`config.mk`:
```
export PLATFORM = sky130hd
export DESIGN_NAME = noise_gen_flat
export DESIGN_NICKNAME = d
export VERILOG_FILES = /design/src/rtl/noise_gen_if.sv /design/src/rtl/noise_gen.sv /design/src/flat_wrapper.sv
export SDC_FILE = /design/constraint.sdc
export NUM_CORES = 1
export LEC_CHECK = 0
export ABC_AREA = 1
export CORE_AREA = 10 10 74 92
export CTS_CLUSTER_DIAMETER = 80
export DETAILED_ROUTE_END_ITERATION = 10
export DIE_AREA = 0 0 84 102
export PLACE_DENSITY_LB_ADDON = 0.2
export REMOVE_ABC_BUFFERS = 1
export SLEW_MARGIN = 10
export SYNTH_ARGS = -nofsm -noshare
export SYNTH_HDL_FRONTEND = slang
export SYNTH_SLANG_ARGS = --single-unit
export TNS_END_PERCENT = 50
```
`constraint.sdc`:
```
create_clock -name clk -period 5.9 [get_ports clk]
set_input_delay 0.885 -clock clk [delete_from_list [all_inputs] [get_ports clk]]
set_output_delay 0.885 -clock clk [all_outputs]
set_load 0.03 [all_outputs]
```
`src/rtl/noise_gen_if.sv`:
```
// Control/sample bundle for one noise voice: the mixer side is master, noise_gen is slave.
// Purely combinational grouping of wires, no latency of its own.
// No backpressure: the voice produces a sample every cycle and the mixer always consumes it.
// Ports: enable/period/mode/seed_load/seed/volume in, noise_out/step_pulse/lfsr_state out.
interface noise_gen_if #(
    parameter int LFSR_W = 15,
    parameter int OUT_W  = 8,
    parameter int DIV_W  = 16
) ();
    logic              enable;
    logic [DIV_W-1:0]  period;
    logic              mode;
    logic              seed_load;
    logic [LFSR_W-1:0] seed;
    logic [OUT_W-1:0]  volume;
    logic [OUT_W-1:0]  noise_out;
    logic              step_pulse;
    logic [LFSR_W-1:0] lfsr_state;

    modport master (
        output enable, period, mode, seed_load, seed, volume,
        input  noise_out, step_pulse, lfsr_state
    );

    modport slave (
        input  enable, period, mode, seed_load, seed, volume,
        output noise_out, step_pulse, lfsr_state
    );
endinterface

```
`src/rtl/noise_gen.sv`:
```
// Fibonacci-LFSR noise voice with step-rate divider, seed load, lock-up guard and volume scaling.
// Latency: noise_out/step_pulse/lfsr_state all update on the same edge as the LFSR (1 cycle from inputs).
// No backpressure: enable=0 freezes divider and LFSR; outputs are valid every cycle.
// Ports: clk, rst_n (sync, active-low), bus (noise_gen_if.slave).
module noise_gen #(
    parameter int LFSR_W = 15,
    parameter int OUT_W  = 8,
    parameter int DIV_W  = 16
) (
    input  logic        clk,
    input  logic        rst_n,
    noise_gen_if.slave  bus
);

    localparam logic [LFSR_W-1:0] LFSR_ONE = LFSR_W'(1);

    logic [LFSR_W-1:0] lfsr_q, lfsr_d;
    logic [DIV_W-1:0]  cnt_q, cnt_d;
    logic [OUT_W-1:0]  noise_q, noise_d;
    logic              step_q, step_d;

    logic              fb;
    logic [LFSR_W-1:0] lfsr_step;
    logic [LFSR_W-1:0] lfsr_cand;

    always_comb begin
        fb        = lfsr_q[0] ^ (bus.mode ? lfsr_q[6] : lfsr_q[1]);
        lfsr_step = {fb, lfsr_q[LFSR_W-1:1]};

        lfsr_cand = lfsr_q;
        cnt_d     = cnt_q;
        step_d    = 1'b0;

        if (bus.seed_load) begin
            lfsr_cand = bus.seed;
            cnt_d     = bus.period;
        end else if (bus.enable) begin
            if (cnt_q == '0) begin
                // New period is only picked up here, so mid-count changes never stretch/shorten the current interval.
                lfsr_cand = lfsr_step;
                cnt_d     = bus.period;
                step_d    = 1'b1;
            end else begin
                cnt_d = cnt_q - DIV_W'(1);
            end
        end

        // Guard applied to every write, including hold, so a corrupted all-zero state self-recovers.
        lfsr_d  = (lfsr_cand == '0) ? LFSR_ONE : lfsr_cand;
        // Sample follows the post-edge LFSR value, so it lines up with lfsr_state.
        noise_d = lfsr_d[0] ? '0 : bus.volume;
    end

    always_ff @(posedge clk) begin
        if (!rst_n) begin
            lfsr_q  <= LFSR_ONE;
            cnt_q   <= '0;
            noise_q <= '0;
            step_q  <= 1'b0;
        end else begin
            lfsr_q  <= lfsr_d;
            cnt_q   <= cnt_d;
            noise_q <= noise_d;
            step_q  <= step_d;
        end
    end

    assign bus.noise_out  = noise_q;
    assign bus.step_pulse = step_q;
    assign bus.lfsr_state = lfsr_q;

endmodule

```
`src/flat_wrapper.sv`:
```
// flat-port wrapper written by rule: the top's interface ports become plain ports
module noise_gen_flat 
#(
    parameter int LFSR_W = 15,
    parameter int OUT_W  = 8,
    parameter int DIV_W  = 16
)
  (clk, rst_n, bus_enable, bus_period, bus_mode, bus_seed_load, bus_seed, bus_volume, bus_noise_out, bus_step_pulse, bus_lfsr_state);
  noise_gen_if #(.LFSR_W(LFSR_W), .OUT_W(OUT_W), .DIV_W(DIV_W)) bus_i ();
  input  logic clk;
  input  logic rst_n;
  input wire logic [$bits(bus_i.enable)-1:0] bus_enable;
  input wire logic [$bits(bus_i.period)-1:0] bus_period;
  input wire logic [$bits(bus_i.mode)-1:0] bus_mode;
  input wire logic [$bits(bus_i.seed_load)-1:0] bus_seed_load;
  input wire logic [$bits(bus_i.seed)-1:0] bus_seed;
  input wire logic [$bits(bus_i.volume)-1:0] bus_volume;
  output wire logic [$bits(bus_i.noise_out)-1:0] bus_noise_out;
  output wire logic [$bits(bus_i.step_pulse)-1:0] bus_step_pulse;
  output wire logic [$bits(bus_i.lfsr_state)-1:0] bus_lfsr_state;
  assign bus_i.enable = bus_enable;
  assign bus_i.period = bus_period;
  assign bus_i.mode = bus_mode;
  assign bus_i.seed_load = bus_seed_load;
  assign bus_i.seed = bus_seed;
  assign bus_i.volume = bus_volume;
  assign bus_noise_out = bus_i.noise_out;
  assign bus_step_pulse = bus_i.step_pulse;
  assign bus_lfsr_state = bus_i.lfsr_state;
  noise_gen #(.LFSR_W(LFSR_W), .OUT_W(OUT_W), .DIV_W(DIV_W)) u_core (.clk(clk), .rst_n(rst_n), .bus(bus_i));
endmodule
```
Yosys cells after proc, flatten, opt, wreduce, memory -nomap -nowiden
Cells that the tools add are included.

Register bits: 40. Input port bits: 44. Output and inout bits: 24. Logic and storage cells: 24.

$add $sub $neg: 1. Mux-type cells: 9. Bitwise logic cells: 3. Reductions and logical operators: 6.

Operator list (count): 2-to-1 mux 16 bit (3); 2-to-1 mux 15 bit (3); logical NOT 16 bit (1); subtractor 16 x 1 -> 16 bit, second input constant (1); logical NOT 15 bit (1); OR reduction 2 bit (2); 2-to-1 mux 1 bit (3); OR reduction 3 bit (1); NOT 1 bit (2); nonzero test 2 bit (1); bitwise XOR 1 bit (1).

Logic depth before layout (Yosys ltp)
Depth after elaboration: 8. Gate-level depth with buffers: 16. Depth with buffers taken out: 15.

Worst setup path before layout
Ideal clock, no wire load.

Kind: input-to-reg. Start: input bus_mode. End: register u_core.lfsr_q[4] (netlist: u_core.bus.lfsr_state[4]). Library setup time: 0.112 ns. Arrival time: 2.023 ns. Required time: 5.788 ns. Path slack: 3.765 ns. Cell stages on the path: 14. Buffers on the path: 1. Cells stage by stage: or2_2 > nand2_1 > nand2_1 > nand2_1 > nand2_1 > nand2_1 > nand2_1 > nand2_1 > nand3_1 > nor2_1 > nand2_2 > nand2_4 > buf_6 > nor2_1.

Cells in the longest elaborated chain, start to end: 7.

Ends and longest elaborated chain: from (decl) (line flat_wrapper.sv:14) `input wire logic [$bits(bus_i.mode)-1:0] bus_mode;`; 2-to-1 mux 1 bit (line noise_gen.sv:27) `fb = lfsr_q[0] ^ (bus.mode ? lfsr_q[6] : lfsr_q[1]);`; bitwise XOR 1 bit (line noise_gen.sv:27); 2-to-1 mux 15 bit (line noise_gen.sv:38) `if (cnt_q == '0) begin`; 2-to-1 mux 15 bit (line noise_gen.sv:37) `end else if (bus.enable) begin`; 2-to-1 mux 15 bit (line noise_gen.sv:34) `if (bus.seed_load) begin`; logical NOT 15 bit (line noise_gen.sv:49) `lfsr_d = (lfsr_cand == '0) ? LFSR_ONE : lfsr_cand;`; OR reduction 2 bit (no source line); to (signal assigned) (line noise_gen.sv:61) `lfsr_q <= lfsr_d;`; to (decl) (line noise_gen.sv:17) `logic [LFSR_W-1:0] lfsr_q, lfsr_d;`.

Every way passes these cells. A chain may end at the register's enable or synchronous reset.

Worst setup path in the final report
Start: input bus_seed_load. End: register u_core.cnt_q[9].

Cells in the longest elaborated chain, start to end: 1. Elaborated cells between the ends (all ways): 2. Those cells by class: 1 x mux; 1 x reduce/logical.

Ends and longest elaborated chain: from (decl) (line flat_wrapper.sv:15) `input wire logic [$bits(bus_i.seed_load)-1:0] bus_seed_load;`; 2-to-1 mux 16 bit / nonzero test 2 bit (equally long branches); to (signal assigned) (line noise_gen.sv:62) `cnt_q <= cnt_d;`; to (decl) (line noise_gen.sv:18) `logic [DIV_W-1:0] cnt_q, cnt_d;`.

Parallel ways exist; a longest one is shown, timed or not.

==> flow_summary.toml <==
[sta]
post-route-period-util_pct = 54.45
hold_viol = 0
worst_slew_pin_slew_ns = 0.5723
setup_viol = 0
maxSlewHeadroom_pct = 61.73
slew_violations = 0
clock.fmax_mhz = 311.3
period_needed_ns = 3.212
rsz0062_at_grt = "false"
fin_worst_skew_ns = 0.008078
finalSetupTns_ns = 0

[detailed_routing]
vias_per_cell = 4.875
dr_total_vias = 2296
drc = 0
wire_per_inst_microns = 13.09
dr.pass1.iters = 4
antenna_left = 0
totalWireLength_microns = 6164
drt_iter0_drc = 87

[critical_path]
cp_max_fo = 20
cp_num_buf_inv = 3
critical_path_required_ns = 6.07
reg2reg_to = "u_core.bus.noise_out[2]$_SDFF_PP0_"
crit_slowest_cell = "clkdlybuf4s50_1"
r2r_slack_ns = 3.41
r2r-start = "u_core.cnt_q[0]$_SDFFE_PN0P_"
worstPathArrival_ns = 3.38
setup.worst_path.end_class = "register"
worst_path_largest_cell_delay_ns = 0.69
critPathKind = "in -> reg"
setup.worst_path.start_class = "input port"
cp_cell_sequence = "clkdlybuf4s50_1 > inv_1 > nand2_1 > inv_2 > o21ai_0 > o22ai_1 > a21oi_1"
ff2ff_path_depth = 15
critPathTopFamily = "buffers and inverters"

[place]
placed_area_sq_um = 2899
dp_hpwl_microns = 4612
place_inst = 464
place.port_buffers = 67
gp_congestion = 0.9032

[synthesis]
synth_ff_type = "dfxtp_1"
syn_area_per_cell_sq_um = 6.375
synth_common_cells = "nand2_1, nor2_1, inv_1, dfxtp_1"
synthCells = 347
synth_top_area_share_pct = 36.20
synthTopCellsByArea = "dfxtp_1, nand2_1, nor2_1"
synth_edf_count = 0
yosys_warnings = 0
synthArstFlopShare_pct = 0
syn_area_sq_um = 2212
ys_seq_area_share_pct = 36.20
yosysMostFrequentCell = "nand2_1"
synth-seq-cells = 40
synth_largest_area_cell = "dfxtp_1"
ys_types = 29

[global_routing]
grt_pass1_vias = 2196
grt_max_degree = 21
grt_usage_pct = 14.52
overflow = 0
grt_pass1_wl_microns = 10390
antenna_found_initial = 0

[min_path]
hold_path_depth = 2
hold_path_end = "u_core.cnt_q[1]$_SDFFE_PN0P_"
hold_class = "reg -> reg"
min-delay-start = "u_core.cnt_q[1]$_SDFFE_PN0P_"

[pwr]
seqPwrFrac_pct = 43.8
total_power_w = 0.0007030
combPwrFrac_pct = 27.7
p_clk_share_pct = 28.6
p_leak_nw = 1.360
intPower_w = 0.0004780
switching_share_pct = 32.00
p_sw_w = 0.0002249
vdd_ir_drop_max_v = 0.0001408
p_per_area_nw_per_um2 = 234.7

[floorplan]
dieArea_sq_um = 8568
rows = 29
die_w_microns = 84
coreArea_sq_um = 5007
start_util_pct = 44.18
dieHeight_microns = 102
io_pins = 68

[clocking]
clk_pin_slew_worst_paths_ns = 0.08
cts-root-buf = "clkbuf_8"
cts_resized = 0
h-tree-depth = 2
cts_hold_buf = 0
cts_setup_buffers = 0
clock-sinks = 40
insertion_delay_ns = 0.29
cts_max_path_buffers = 2
cts_tree = "done"
numCtsBuffers = 5

[cells_and_area]
final_nets = 454
final_cells = 471
synthToLayoutAreaGrowth_pct = 35.41
drive_gt1_share_pct = 5.623
diodes = 0
fin_area_sq_um = 2995

[outcome]
status = "finished, final reports clean"

[run]
maxCapViolCount = 0
==> registers in the layout, summed over array words and instances, names as in the netlist <==
| register | flops |
|---|---|
| u_core.bus.lfsr_state | 15 |
| u_core.cnt_q | 16 |
| u_core.bus.step_pulse | 1 |
| u_core.bus.noise_out | 8 |
==> worst register-to-register path, stage by stage (launching register included) <==
cell and delay (ns):
dfxtp_1 0.31, inv_1 0.09, ha_1 0.23, nand2_2 0.13, nor2_4 0.32, nand3_4 0.26, inv_1 0.19, nand2_1 0.07
nand3_1 0.07, nand2_1 0.09, nor2_1 0.10, nand2_1 0.08, nor2_1 0.12, nand2_2 0.10, nand2_2 0.17, nor2_1 0.07
==> worst max-delay path by stage <==
stage	start	endpoint	slack, ns	cells past startpoint
final	bus_seed_load	u_core.cnt_q[9]$_SDFFE_PN0P_	2.69	7
after global routing	bus_seed_load	u_core.cnt_q[2]$_SDFFE_PN0P_	2.41	8
after detailed placement	bus_seed_load	u_core.cnt_q[12]$_SDFFE_PN0P_	2.38	7
after floorplan	bus_enable	u_core.cnt_q[5]$_SDFFE_PN0P_	3.70	6
after global placement	bus_seed_load	u_core.cnt_q[9]$_SDFFE_PN0P_	2.46	7
after CTS	bus_seed_load	u_core.cnt_q[12]$_SDFFE_PN0P_	2.70	7
==> layout by cell type (no fill, tap or decap), types with 3 or more instances in the layout <==
| cell | n |
|---|---|
| clkbuf_8 | 7 |
| nand4_1 | 12 |
| dfxtp_1 | 40 |
| o211ai_1 | 3 |
| nor2_1 | 59 |
| or2_2 | 4 |
| o21ai_0 | 20 |
| nand2_1 | 82 |
| inv_1 | 48 |
| nand3_1 | 20 |
| nor3_1 | 4 |
| nand2_2 | 3 |
| a21oi_1 | 18 |
| nor2_2 | 3 |
| xnor2_1 | 4 |
| clkdlybuf4s50_1 | 67 |
==> stage by stage <==
stage          hold slack, ns  setup slack (ns)  util (%)
5_1_grt                0.5309             2.415     59.82
6_report               0.4946             2.688     59.82
3_3_place_gp           0.4771             2.458     57.90
2_1_floorplan          0.4550             3.696         -
4_1_cts                0.4938             2.699     59.82
3_5_place_dp           0.4815             2.382     57.90
==> power groups by stage <==
| stage | Clock, W | Sequential [W] | Combinational (W) |
|---|---|---|---|
| global placement | 0 | 0.000313 | 0.000193 |
| global route | 0.000215 | 0.000310 | 0.000220 |
| floorplan | 0 | 0.000329 | 0.000102 |
| finish | 0.000201 | 0.000308 | 0.000195 |
| CTS | 0.000207 | 0.000307 | 0.000196 |
| detailed placement | 0 | 0.000314 | 0.000195 |
==> final cells by class <==
class	count	area, sq um
Multi-Input combinational cell	245	1159
Sequential cell	40	800.8
Tap cell	62	77.57
Fill cell	503	2012
Inverter	49	183.9
Timing Repair Buffer	68	678.2
Clock buffer	7	96.34
==> per-layer routing <==
| layer | track usage [%] | vias up | share of wire, % | wire, microns |
|---|---|---|---|---|
| li1 | - | 1215 | - | - |
| met5 | 0 | - | 0 | 0 |
| met4 | 5.935 | 0 | 1.6 | 97 |
| met2 | 26.34 | 53 | 50 | 3065 |
| met1 | 15.53 | 1019 | 44 | 2687 |
| met3 | 4.140 | 9 | 5.1 | 313 |
==> cell families after synthesis <==
group	share of synthesized area (%)
simple gates	37.90
buf+inv	11.42
compound gates	11.54
flops	36.20
xor+xnor	2.376
fa+ha+maj	0.5655
Power figures use the tool's default switching activity.
